==> src/rtl/cpu_clock_ctrl_pkg.sv <==
// rtl/cpu_clock_ctrl_pkg.sv - shared types and default constants for the CPU clock controller
//
// Purpose: state encoding and parameter defaults used by cpu_clock_ctrl.
// Ports:   none (package).
package cpu_ctrl_pkg;

    typedef enum logic [1:0] {
        STEP   = 2'd0,
        RUN    = 2'd1,
        HALTED = 2'd2
    } clk_state_t;

    localparam int DEF_RUN_DIV       = 12000000;
    localparam int DEF_REPEAT_DELAY  = 6000000;
    localparam int DEF_REPEAT_PERIOD = 1200000;

endpackage

==> src/rtl/cpu_clock_ctrl_edge_detect.sv <==
// rtl/cpu_clock_ctrl_edge_detect.sv - one-cycle rising-edge pulse from a level input
//
// Purpose: flags the first cycle a level input is high. History resets to 1 so
//          a level held through reset does not register as a press.
// Ports:
//   clk      in  system clock
//   rst      in  synchronous active-high reset
//   i_level  in  debounced level, synchronous to clk
//   o_edge   out combinational rising-edge pulse
module edge_detect (
    input  logic clk,
    input  logic rst,
    input  logic i_level,
    output logic o_edge
);

    logic r_level_q;

    always_ff @(posedge clk) begin
        if (rst) begin
            r_level_q <= 1'b1;
        end else begin
            r_level_q <= i_level;
        end
    end

    assign o_edge = i_level & ~r_level_q;

endmodule

==> src/rtl/cpu_clock_ctrl.sv <==
// rtl/cpu_clock_ctrl.sv - clock-enable sequencer for the 8-bit CPU (step / run / halt)
//
// Purpose: issues single-cycle cpu_ce pulses from the step button, from a run-mode
//          divider, and stops permanently on HLT until reset.
// Optional: macro STEP_AUTOREPEAT_EN adds step-button auto-repeat in STEP mode.
// Ports:
//   clk         in  system clock
//   rst         in  synchronous active-high reset
//   btn_step    in  debounced step button level
//   btn_mode    in  debounced mode button level (press toggles step/run)
//   halt_in     in  CPU HLT line
//   cpu_ce      out registered one-cycle enable to the CPU
//   run_mode    out 1 = free-run
//   halted      out 1 = halt latched
//   step_count  out wrapping count of cpu_ce pulses
module cpu_clock_ctrl
    import cpu_ctrl_pkg::*;
#(
    parameter int DIV_WIDTH     = 24,
    parameter int RUN_DIV       = DEF_RUN_DIV,
    parameter int CNT_WIDTH     = 16
`ifdef STEP_AUTOREPEAT_EN
    ,
    parameter int REPEAT_DELAY  = DEF_REPEAT_DELAY,
    parameter int REPEAT_PERIOD = DEF_REPEAT_PERIOD
`endif
) (
    input  logic                 clk,
    input  logic                 rst,
    input  logic                 btn_step,
    input  logic                 btn_mode,
    input  logic                 halt_in,
    output logic                 cpu_ce,
    output logic                 run_mode,
    output logic                 halted,
    output logic [CNT_WIDTH-1:0] step_count
);

    localparam logic [DIV_WIDTH-1:0] DIV_TC = DIV_WIDTH'(RUN_DIV - 1);

    clk_state_t            r_state;
    clk_state_t            w_next_state;
    logic [DIV_WIDTH-1:0]  r_div;
    logic [DIV_WIDTH-1:0]  w_div_next;
    logic                  w_pulse;
    logic                  r_cpu_ce;
    logic                  r_run_mode;
    logic                  r_halted;
    logic [CNT_WIDTH-1:0]  r_step_count;
    logic                  w_step_edge;
    logic                  w_mode_edge;
    logic                  w_rep_fire;

    edge_detect u_step_edge (
        .clk     (clk),
        .rst     (rst),
        .i_level (btn_step),
        .o_edge  (w_step_edge)
    );

    edge_detect u_mode_edge (
        .clk     (clk),
        .rst     (rst),
        .i_level (btn_mode),
        .o_edge  (w_mode_edge)
    );

`ifdef STEP_AUTOREPEAT_EN
    localparam int REP_MAX = (REPEAT_DELAY > REPEAT_PERIOD) ? REPEAT_DELAY : REPEAT_PERIOD;
    localparam int REP_W   = $clog2(REP_MAX + 1);

    // r_rep_cnt counts held cycles since the last pulse; r_rep_active switches the
    // target from the initial delay to the repeat period after the first repeat.
    logic [REP_W-1:0] r_rep_cnt;
    logic             r_rep_active;

    assign w_rep_fire = (r_state == STEP) && btn_step && !w_step_edge &&
                        (r_rep_active ? (r_rep_cnt == REP_W'(REPEAT_PERIOD))
                                      : (r_rep_cnt == REP_W'(REPEAT_DELAY)));

    always_ff @(posedge clk) begin
        if (rst || (r_state != STEP) || !btn_step) begin
            r_rep_cnt    <= '0;
            r_rep_active <= 1'b0;
        end else if (w_step_edge) begin
            r_rep_cnt    <= REP_W'(1);
            r_rep_active <= 1'b0;
        end else if (w_rep_fire) begin
            r_rep_cnt    <= REP_W'(1);
            r_rep_active <= 1'b1;
        end else begin
            r_rep_cnt    <= r_rep_cnt + REP_W'(1);
        end
    end
`else
    assign w_rep_fire = 1'b0;
`endif

    // Priority inside each state: halt, then mode toggle, then step/terminal count.
    always_comb begin
        w_next_state = r_state;
        w_div_next   = r_div;
        w_pulse      = 1'b0;
        case (r_state)
            STEP: begin
                if (halt_in) begin
                    w_next_state = HALTED;
                end else if (w_mode_edge) begin
                    w_next_state = RUN;
                    w_div_next   = '0;
                end else if (w_step_edge || w_rep_fire) begin
                    w_pulse = 1'b1;
                end
            end
            RUN: begin
                if (halt_in) begin
                    w_next_state = HALTED;
                    w_div_next   = '0;
                end else if (w_mode_edge) begin
                    w_next_state = STEP;
                    w_div_next   = '0;
                end else if (r_div == DIV_TC) begin
                    w_pulse    = 1'b1;
                    w_div_next = '0;
                end else begin
                    w_div_next = r_div + DIV_WIDTH'(1);
                end
            end
            HALTED: begin
                w_next_state = HALTED;
            end
            default: begin
                w_next_state = STEP;
                w_div_next   = '0;
            end
        endcase
    end

    always_ff @(posedge clk) begin
        if (rst) begin
            r_state      <= STEP;
            r_div        <= '0;
            r_cpu_ce     <= 1'b0;
            r_run_mode   <= 1'b0;
            r_halted     <= 1'b0;
            r_step_count <= '0;
        end else begin
            r_state    <= w_next_state;
            r_div      <= w_div_next;
            r_cpu_ce   <= w_pulse;
            r_run_mode <= (w_next_state == RUN);
            r_halted   <= (w_next_state == HALTED);
            if (w_pulse) begin
                r_step_count <= r_step_count + CNT_WIDTH'(1);
            end
        end
    end

    assign cpu_ce     = r_cpu_ce;
    assign run_mode   = r_run_mode;
    assign halted     = r_halted;
    assign step_count = r_step_count;

endmodule

==> config.mk <==
export PLATFORM = sky130hd
export DESIGN_NAME = cpu_clock_ctrl
export DESIGN_NICKNAME = d
export VERILOG_FILES = /design/src/rtl/cpu_clock_ctrl_pkg.sv /design/src/rtl/cpu_clock_ctrl_edge_detect.sv /design/src/rtl/cpu_clock_ctrl.sv
export SDC_FILE = /design/constraint.sdc
export NUM_CORES = 1
export LEC_CHECK = 0
export BUFFER_PORTS_ARGS = -buffer_cell sky130_fd_sc_hd__clkbuf_2
export CAP_MARGIN = 25
export CORE_ASPECT_RATIO = 0.8
export CORE_MARGIN = 2
export CORE_UTILIZATION = 40
export DETAILED_ROUTE_END_ITERATION = 10
export PLACE_DENSITY_LB_ADDON = 0.15
export SYNTH_ARGS = -nofsm -noshare
export SYNTH_HDL_FRONTEND = slang
export SYNTH_SLANG_ARGS = --single-unit
==> constraint.sdc <==
create_clock -name clk -period 2.25 [get_ports clk]
set_input_delay 0.1125 -clock clk [delete_from_list [all_inputs] [get_ports clk]]
set_output_delay 0.1125 -clock clk [all_outputs]
set_load 0.01 [all_outputs]
==> results of run 1 <==
power by group through the flow:
stage	clock network (mW)	registers, mW	logic (mW)
floorplan	0	0.841	0.0319
global placement	0	0.841	0.0515
detailed placement	0	0.841	0.0518
CTS	0.632	0.822	0.0519
global route	0.657	0.823	0.0576
finish	0.606	0.822	0.0510
cell type report:
type                    count  share of cell area (%)
clock buffers               5                    2.67
clock inverters             3                    1.55
inverters                  10                    1.45
multi-input cells         193                    47.8
flip-flops and latches     46                    35.7
well taps                  78                    3.78
repair buffers             32                    7.08
cells by family (layout without fill, tap and decap cells):
logic type / after synthesis / after routing / share of synthesized area, %
flip-flops: 46 / 46 / 40.5
XOR/XNOR: 19 / 19 / 7.32
AO/OA/AOI/OAI: 48 / 48 / 13.6
multiplexers: 4 / 4 / 1.82
AND/OR/NAND/NOR: 120 / 120 / 30.4
buffers and inverters: 27 / 50 / 5.28
adder cells (fa/ha/maj): 2 / 2 / 1.10
how the worst max path moves through the flow:
stage	end	slack [ps]	cells after the start
after floorplan	r_div[19]	410	7
after global placement	step_count[8]	250	6
after detailed placement	step_count[12]	220	6
after CTS	step_count[8]	190	6
after global routing	step_count[8]	30	6
final	step_count[10]	200	6
flip-flops by register name, summed over array words and instances, names as in the netlist:
signal	flops
cpu_ce	1
r_div	24
r_state	2
run_mode	1
step_count	16
u_mode_edge.r_level_q	1
u_step_edge.r_level_q	1
routing by layer:
| metal | wire length, um | GRT usage (%) |
|---|---|---|
| met1 | 2630 | 25.1 |
| met2 | 1890 | 22.3 |
| met3 | 157 | 3.69 |
| met4 | 41 | 4.55 |
| met5 | 0 | 0 |
placed cells by master (no fill, tap or decap), drive strengths merged:
| cell | n |
|---|---|
| a31oi | 1 |
| a32oi | 1 |
| nor3 | 5 |
| clkbuf | 28 |
| and4 | 1 |
| dfxtp | 46 |
| nor4 | 10 |
| or2 | 4 |
| o21ai | 3 |
| inv | 10 |
| a21oi | 20 |
| o211ai | 1 |
| or3 | 2 |
| nand2b | 4 |
| a211oi | 2 |
| o21bai | 1 |
| xor2 | 1 |
| xnor2 | 18 |
| and3 | 5 |
| a22oi | 1 |
| nor2 | 34 |
| o31a | 1 |
| o2111ai | 1 |
| and2 | 2 |
| or4 | 15 |
| buf | 9 |
| clkinv | 2 |
| mux2 | 1 |
| nand3 | 15 |
| nor4b | 3 |
| ha | 2 |
| bufinv | 1 |
| nand4 | 6 |
| a2111oi | 2 |
| o31ai | 14 |
| mux2i | 3 |
| nand2 | 12 |
| nor2b | 2 |
per-stage QoR:
| step | hold WS (ps) | instances | setup WS (ps) | power, mW | instance area [um2] |
|---|---|---|---|---|---|
| 4_1_cts | 24.8 | 367 | 194 | 1.51 | 2580 |
| 2_1_floorplan | 204 | 266 | 407 | 0.873 | 2270 |
| 5_1_grt | 35.8 | 367 | 32.5 | 1.54 | 2580 |
| 3_3_place_gp | 332 | 359 | 250 | 0.893 | 2470 |
| 3_5_place_dp | 340 | 359 | 222 | 0.893 | 2470 |
| 6_report | 32.0 | 367 | 203 | 1.48 | 2580 |
critical path, cell delays in order (launching register included):
cell     delay [ps]
dfxtp_1         400
nand4_2         190
nor4_1          390
a21oi_1         120
buf_4           210
or4_1           510
a21oi_1         160
==> metrics.md, run 1 <==
| Metric | Value |
|---|---|
| Run status | completed |
| Starting Density | 41.6% |
| Number of synthesized register bits | 46 |
| Initial drt markers | 149 |
| Detail Placement HPWL | 3230 um |
| Pins over their slew limit | 0 |
| Final nets | 295 |
| Die H | 71.5 um |
| Ant diodes | 0 |
| Max-cap viol count | 0 |
| Num CTS Buffers | 5 |
| Min Clock Period, post-route | 2050 ps |
| TritonCTS clock tree | built |
| Fmax | 0.489 GHz |
| Synth top area cells | dfxtp_1 40%, xnor2_1 6.9%, nor2_1 5.4% |
| EDFF count, synth | 0 |
| # resized after CTS | 0 |
| Hold Startpoint | btn_mode |
| Synth cell count leaders | 46 x dfxtp_1, 33 x nor2_1, 20 x a21oi_1 |
| WP data required | 2470 ps |
| Total track usage | 16.2% |
| I/O pins | 24 |
| Post-synthesis sequential area ratio | 40.5% |
| R2R Path Start | r_div[4] |
| Fillers | 579 |
| Routed WL | 4720 um |
| Worst path arrival time | 2270 ps |
| Final setup vio count | 0 |
| Vias in the first global route | 1732 |
| Fin crit share | 91.0% |
| Clock skew | 6.66 ps |
| Crit path from | r_div[4] |
| First-pass GRT wire length | 8140 um |
| Post-Syn Instances | 266 |
| Area grow syn2layout | 13.5% |
| Die Wd | 88.3 um |
| Seq pwr share | 55.6% |
| Main flop type after synthesis | dfxtp_1 |
| Vias | 1951 |
| CP Capture Type | flop |
| DR WL/cell | 12.9 um |
| Share of layout cells above drive strength 1 | 18.3% |
| Fin. Hold Viols | 0 |
| Clk Tree Root Cell | clkbuf_8 |
| Worst skew pair latency | 290 ps |
| Hold path depth | 2 |
| Count leader, synth | dfxtp_1 |
| Worst VDD drop | 0.338 mV |
| FF-to-FF setup slack | 200 ps |
| TritonRoute pass-1 iters | 4 |
| Clock-pin slew on the worst setup and hold paths | 90 ps |
| Hold buffer count at CTS | 0 |
| Synth cell types | 44 |
| GP Congestion | 0.738 |
| Core box area | 5470 um2 |
| Slew HR | 50.8% |
| Initial antenna violation count | 0 |
| Crit-path max FO | 20 |
| Htree depth | 2 |
| Register area | 921 um2 |
| Cell Int Power | 1.16 mW |
| R2R cell count | 6 |
| Multi-input logic area | 1230 um2 |
| Hold crit path type | primary input to flop |
| Unrepaired setup endpoints after global routing | false |
| Worst-Margin Slew | 737 ps |
| # Post-CTS Setup Buffers | 0 |
| Startpoint Class | flop |
| Combinational group share of total power | 3.4% |
| CTS Sinks | 46 |
| Clock network fraction of total power | 41.0% |
| Final ANT Viol Nets | 0 |
| Setup_tns | 0 ps |
| Grt total ovfl | 0 |
| Synthesized area per cell | 8.55 um2 |
| Lkg Pwr | 0.857 nW |
| Post-synthesis cell area | 2270 um2 |
| DRC | 0 |
| Final Util | 47.2% |
| Power Dens Cells | 573 nW/um2 |
| Clock Path Buffers | 2 |
| Hold Crit Endpoint | u_mode_edge.r_level_q |
| Vias per cell | 5.32 |
| Cell taking the most area after synthesis | dfxtp_1 |
| Port Buffers | 23 |
| Net switching fraction of the power | 21.4% |
| Post-synth top area share | 40.5% |
| Core Rows | 24 |
| Largest net degree at the start of global routing | 28 |
| Die area | 6310 um2 |
| Crit Path Category | flop to flop |
| Reg2Reg Capture Point | step_count[10] |
| Syn_nets | 273 |
| Async SR Flop Fraction | 0% |
| Synth warn | 0 |
| NetSw | 0.316 mW |
Power figures use the tool's default switching activity.
==> run 2: changes to the inputs <==
- clock period: 2.25 -> 1.7 ns (I/O delays scaled with it)
==> run 2 against run 1 <==
  * The run now ends with setup timing left
  * Final cell count is 19% higher
  * Register-to-register slack worse by 390 ps
  * Sequential share of layout area is 8.9 points lower
  * Core utilization is 17 points higher
  * Critical path depth is 1 higher
  * Combinational power is 120% higher
  * Non-clock buffer count is 71 higher
  * Largest power group unchanged
  * Highest routed layer unchanged
==> metrics.md, run 2 (synthesized netlist as in run 1, its figures left out) <==
| Metric | Value |
|---|---|
| Run status | finished, violations left |
| Failing checks | setup timing |
| Hold crit path type | primary input to flop |
| Port Buffers | 23 (unchanged) |
| Core box area | 5470 um2 (unchanged) |
| Hold buffer count at CTS | 0 (unchanged) |
| Biggest register | r_div |
| Final setup margin | -183 ps (-387 ps) |
| Die area | 6310 um2 (unchanged) |
| Lkg Pwr | 1.41 nW (+65%) |
| Clock Path Buffers | 2 (unchanged) |
| Clock network fraction of total power | 35.9% (-5.1 points) |
| Routed WL | 6240 um (+32%) |
| Overall power | 1.87 mW (+27%) |
| CP delay by family, top | simple AND/OR/NAND/NOR gates |
| Vias per cell | 5.26 (-1.1%) |
| Multi-input logic area | 1560 um2 (+27%) |
| Max-cap viol count | 0 (unchanged) |
| Num CTS Buffers | 5 (unchanged) |
| Max reg flops | 24 (unchanged) |
| Initial drt markers | 95 (-36%) |
| Cell Chain, Critical Path | ha_4, nand4_1, nor4_2, buf_4, a32oi_4, or4_1, a21oi_1 |
| Final Util | 63.8% (+17 points) |
| Slowest stage cell, crit path | or4_1 |
| CP Capture Type | flop |
| Final ANT Viol Nets | 0 (unchanged) |
| Routed met3 length | 201 um (+28%) |
| Initial antenna violation count | 0 (unchanged) |
| Clk Tree Root Cell | clkbuf_8 |
| NetSw | 0.425 mW (+34%) |
| Die H | 71.5 um (unchanged) |
| CP peak stage delay | 550 ps (+40 ps) |
| WP data required | 1930 ps (-540 ps) |
| Grt total ovfl | 0 (unchanged) |
| Die Wd | 88.3 um (unchanged) |
| Fin. Hold Viols | 0 (unchanged) |
| Top sig layer | met4 |
| Fmax | 0.531 GHz (+8.7%) |
| GP Congestion | 0.842 (+14%) |
| Fillers | 476 (-18%) |
| Area grow syn2layout | 53.4% |
| I/O pins | 24 (unchanged) |
| Crit Path Category | flop to flop |
| Unrepaired setup endpoints after global routing | true |
| Vias | 2292 (+17%) |
| Min Hold Slack | 47.8 ps (+15.8 ps) |
| Total track usage | 19.7% (+3.5 points) |
| Commonest non-fill, non-tap cell in the layout | buf_4 |
| DRC | 0 (unchanged) |
| Final setup vio count | 38 (+38) |
| TritonCTS clock tree | built |
| Share of layout cells above drive strength 1 | 47.8% (+29 points) |
| Final nets | 366 (+24%) |
| Vias in the first global route | 2103 (+21%) |
| Min Clock Period, post-route | 1880 ps (-163 ps) |
| Worst path arrival time | 2110 ps (-160 ps) |
| First-pass GRT wire length | 9870 um (+21%) |
| Most frequent cells in the layout | 69 x buf_4, 36 x dfxtp_1, 30 x nor2_1 |
| Clock-pin slew on the worst setup and hold paths | 80 ps (about the same) |
| Combinational group share of total power | 6.0% (+2.6 points) |
| Cell Int Power | 1.45 mW (+25%) |
| Crit-path max FO | 8 (-60%) |
| Htree depth | 2 (unchanged) |
| Worst VDD drop | 0.528 mV (+56%) |
| Startpoint Class | flop |
| Power Dens Cells | 537 nW/um2 (-6.3%) |
| Register area | 933 um2 (+1.4%) |
| Fin crit share | 111% (+20 points) |
| Pins over their slew limit | 0 (unchanged) |
| Worst skew pair latency | 300 ps (about the same) |
| TritonRoute pass-1 iters | 4 (unchanged) |
| Buf/Inv on CP | 1 (unchanged) |
| Slew HR | 69.2% (+18 points) |
| Detail Placement HPWL | 3970 um (+23%) |
| Worst-Margin Slew | 460 ps (-277 ps) |
| Clock skew | 3.83 ps (-2.83 ps) |
| Net switching fraction of the power | 22.7% (+1.3 points) |
| CTS Sinks | 46 (unchanged) |
| Largest net degree at the start of global routing | 23 (-18%) |
| Seq pwr share | 58.1% (+2.5 points) |
| Ant diodes | 0 (unchanged) |
| Met1 Wirelength | 3080 um (+17%) |
| Core Rows | 24 (unchanged) |
| Starting Density | 41.6% (unchanged) |
| DR WL/cell | 14.3 um (+11%) |
| Metal2 WL | 2850 um (+51%) |
## run 2: changes by cell type in the layout (fill, tap and decap cells not counted), sizes merged
cell,previous run,this run
bufinv,1,0
clkbuf,28,30
clkinv,2,0
buf,9,79
## run 2: power groups by stage
| stage | logic (mW) | clock network (mW) | registers (mW) |
|---|---|---|---|
| floorplan | 0.0426 | 0 | 1.11 |
| global route | 0.122 | 0.739 | 1.09 |
| global placement | 0.0906 | 0 | 1.11 |
| finish | 0.113 | 0.672 | 1.09 |
| CTS | 0.105 | 0.692 | 1.09 |
| detailed placement | 0.0914 | 0 | 1.11 |
## run 2: routing by layer
metal	vias to the layer above	track usage [%]
met3	14	3.69
met5	-	0
li1	1150	-
met4	0	6.73
met2	35	29.8
met1	1093	28.2
## run 2: final timing paths
kind | slack [ps] | startpoint | endpoint | depth (start not counted)
worst max-delay path | -180 | r_div[1] | step_count[4] | 7
worst min-delay path | 50 | btn_mode | u_mode_edge.r_level_q | 2
worst max register to register | -180 | r_div[1] | step_count[4] | 7
worst min register to register | 510 | step_count[15] | step_count[15] | 2
## run 2: metrics by stage
stage | worst slack [ps] | area [um2] | setup TNS [ps] | cells
after floorplan | -84.9 | 2340 | -441 | 266
final | -183 | 3490 | -3560 | 436
after detailed placement | -246 | 2960 | -5190 | 414
after global placement | -230 | 2960 | -4820 | 414
after global routing | -319 | 3490 | -7700 | 436
after CTS | -142 | 3190 | -3220 | 424
## run 2: cell type report
class	instances	share of cell area, %
multi-input cells	193	44.8
flip-flops and latches	46	26.8
repair buffers	103	22.2
inverters	10	1.08
well taps	78	2.80
clock buffers	6	2.37
## run 2: what timing repair did
| item | 4_1_cts | 5_1_grt |
|---|---|---|
| pin swaps | 10 | 25 |
| resized for setup | 24 | 39 |
| buffers inserted | 3 | 10 |
| cloned | 1 | 2 |
| setup endpoints to repair | 38 | 41 |
==> run 3: changes to the inputs <==
- PLACE_DENSITY: not set -> 0.6
- PLACE_DENSITY_LB_ADDON: 0.15 -> not set
- TNS_END_PERCENT: not set -> 50
==> run 3 against run 2 <==
  * The run still ends with setup timing left
  * Critical path depth fell by 1
  * Clock power down 3.7%
  * Register-to-register slack about the same
  * Combinational power decreased by 9.7%
  * Worst setup slack gained 15 ps
  * Hold slack worse by 19 ps
  * Largest power group unchanged
==> metrics.md, run 3 (synthesized netlist as in run 1, its figures left out) <==
| Metric | Value |
|---|---|
| Vias in the first global route | 2076 (-1.3%) |
| Starting Density | 41.6% (unchanged) |
| Die H | 71.5 um (unchanged) |
| Final setup vio count | 37 (-2.6%) |
| Cell area after layout | 3290 um2 (-5.7%) |
| Largest net degree at the start of global routing | 23 (unchanged) |
| Biggest register | r_div |
| Reg2Reg Capture Point | r_div[15] |
| Max-cap viol count | 0 (unchanged) |
| CP delay by family, top | simple AND/OR/NAND/NOR gates |
| Worst-Margin Slew | 441 ps (-18.6 ps) |
| Ant diodes | 0 (unchanged) |
| Most frequent cells in the layout | 63 x buf_4, 35 x dfxtp_1, 28 x nor2_1 |
| Worst skew pair latency | 300 ps (about the same) |
| Core Rows | 24 (unchanged) |
| DP Cell Count | 408 (-1.4%) |
| R2R cell count | 6 (-1) |
| Cell Chain, Critical Path | nand4_4, or4_4, buf_12, o31a_2, a31oi_1, a21oi_1 |
| Slew HR | 69.8% (+0.61 points) |
| Die Wd | 88.3 um (unchanged) |
| Total track usage | 19.4% (-0.32 points) |
| DRC | 0 (unchanged) |
| Hold path depth | 2 (unchanged) |
| Vias | 2222 (-3.1%) |
| Hold crit path type | primary input to flop |
| Lkg Pwr | 1.28 nW (-9.2%) |
| Routed WL | 5760 um (-7.7%) |
| Min Clock Period, post-route | 1870 ps (-14.8 ps) |
| GP Congestion | 0.817 (-2.9%) |
| Failing checks | setup timing |
| I/O pins | 24 (unchanged) |
| Port Buffers | 23 (unchanged) |
| Clk Tree Root Cell | clkbuf_8 |
| Commonest non-fill, non-tap cell in the layout | buf_4 |
| Clock skew | 5.22 ps (+1.39 ps) |
| Num CTS Buffers | 5 (unchanged) |
| Worst path arrival time | 2060 ps (-50 ps) |
| Hold Startpoint | btn_step |
| TritonRoute pass-1 iters | 4 (unchanged) |
| CP Capture Type | flop |
| Clock Path Buffers | 2 (unchanged) |
| Initial antenna violation count | 0 (unchanged) |
| Non-Filler Instances | 428 (-1.8%) |
| Slowest stage cell, crit path | or4_4 |
| DR WL/cell | 13.5 um (-6.0%) |
| Max reg flops | 24 (unchanged) |
| Crit Path Category | flop to flop |
| Startpoint Class | flop |
| Fin. Hold Viols | 0 (unchanged) |
| Worst VDD drop | 0.399 mV (-24%) |
| Run status | finished, violations left |
| Unrepaired setup endpoints after global routing | true |
| Buf/Inv on CP | 1 (unchanged) |
| DP Area | 2910 um2 (-1.5%) |
| Share of layout cells above drive strength 1 | 44.9% (-2.9 points) |
| FF-to-FF setup slack | -170 ps (about the same) |
| Final setup margin | -168 ps (+14.8 ps) |
| Final ANT Viol Nets | 0 (unchanged) |
| Fin crit share | 110% (-0.87 points) |
| R2R Path Start | r_div[6] |
| Fmax | 0.535 GHz (+0.79%) |
| Htree depth | 2 (unchanged) |
| Area grow syn2layout | 44.7% |
| CP peak stage delay | 550 ps (about the same) |
| Clock-pin slew on the worst setup and hold paths | 90 ps (about the same) |
| Power Dens Cells | 559 nW/um2 (+4.0%) |
| Final nets | 357 (-2.5%) |
| Initial drt markers | 134 (+41%) |
| Pins over their slew limit | 0 (unchanged) |
| Crit-path max FO | 14 (+6) |
| Hold Crit Endpoint | u_step_edge.r_level_q |
| WP data required | 1890 ps (-40 ps) |
| First-pass GRT wire length | 9800 um (-0.70%) |
| Vias per cell | 5.19 (-1.2%) |
| Grt total ovfl | 0 (unchanged) |
| Detail Placement HPWL | 3760 um (-5.2%) |
| Core box area | 5470 um2 (unchanged) |
| TritonCTS clock tree | built |
| Die area | 6310 um2 (unchanged) |
| Overall power | 1.84 mW (-1.8%) |
| CTS Sinks | 46 (unchanged) |
==> run 3: cell types whose count changed in the layout (fill, tap and decap cells not counted), sizes merged <==
| cell | change |
|---|---|
| clkinv | +2 |
| buf | -8 |
| clkbuf | -2 |
==> run 3: metal layers <==
layer / vias to the layer above / share of wire (%) / global-route usage (%)
li1: 1141 / - / -
met1: 1039 / 51 / 29.2
met2: 40 / 45 / 28.2
met3: 2 / 4.1 / 4.49
met4: 0 / 0.50 / 4.38
met5: - / 0 / 0
==> run 3: area by class of cell <==
cell class	instances	area (um2)
Multi-Input combinational cell	193	1460
Fill cell	502	2170
Sequential cell	46	937
Clock buffer	5	68.8
Timing Repair Buffer	94	677
Tap cell	78	97.6
Inverter	10	37.5
Clock inverter	2	10.0
==> run 3: what timing repair did <==
item	in CTS	in global routing
setup buffers	4	5
pin swaps	11	10
endpoints found under the hold margin	0	0
cloned	4	0
gates resized for setup	29	23
endpoints found under the setup margin	38	39
hold buffers	0	0
==> run 3: worst max path at each step <==
| stage | to | startpoint | depth (start not counted) |
|---|---|---|---|
| after floorplan | r_div[23] | r_div[5] | 7 |
| after global placement | step_count[8] | r_div[8] | 6 |
| after detailed placement | step_count[10] | r_div[8] | 6 |
| after CTS | r_div[15] | r_div[4] | 6 |
| after global routing | r_div[12] | r_div[6] | 6 |
| final | r_div[15] | r_div[6] | 6 |
==> run 3: power breakdown <==
group / internal, mW / switching (mW)
clock: 0.277 / 0.370
combinational: 0.0450 / 0.0573
sequential: 1.08 / 0.00627
total: 1.40 / 0.434
==> run 3: through the flow <==
stage | worst slack (ps) | setup TNS (ps) | utilization, % | hold WS, ps
finish | -168 | -3080 | 60.2 | 29.0
global route | -246 | -6700 | 60.2 | 45.1
floorplan | -84.9 | -441 | - | 177
CTS | -141 | -1960 | 57.9 | 29.1
detailed placement | -203 | -4100 | 53.3 | 315
global placement | -138 | -2700 | 53.3 | 310
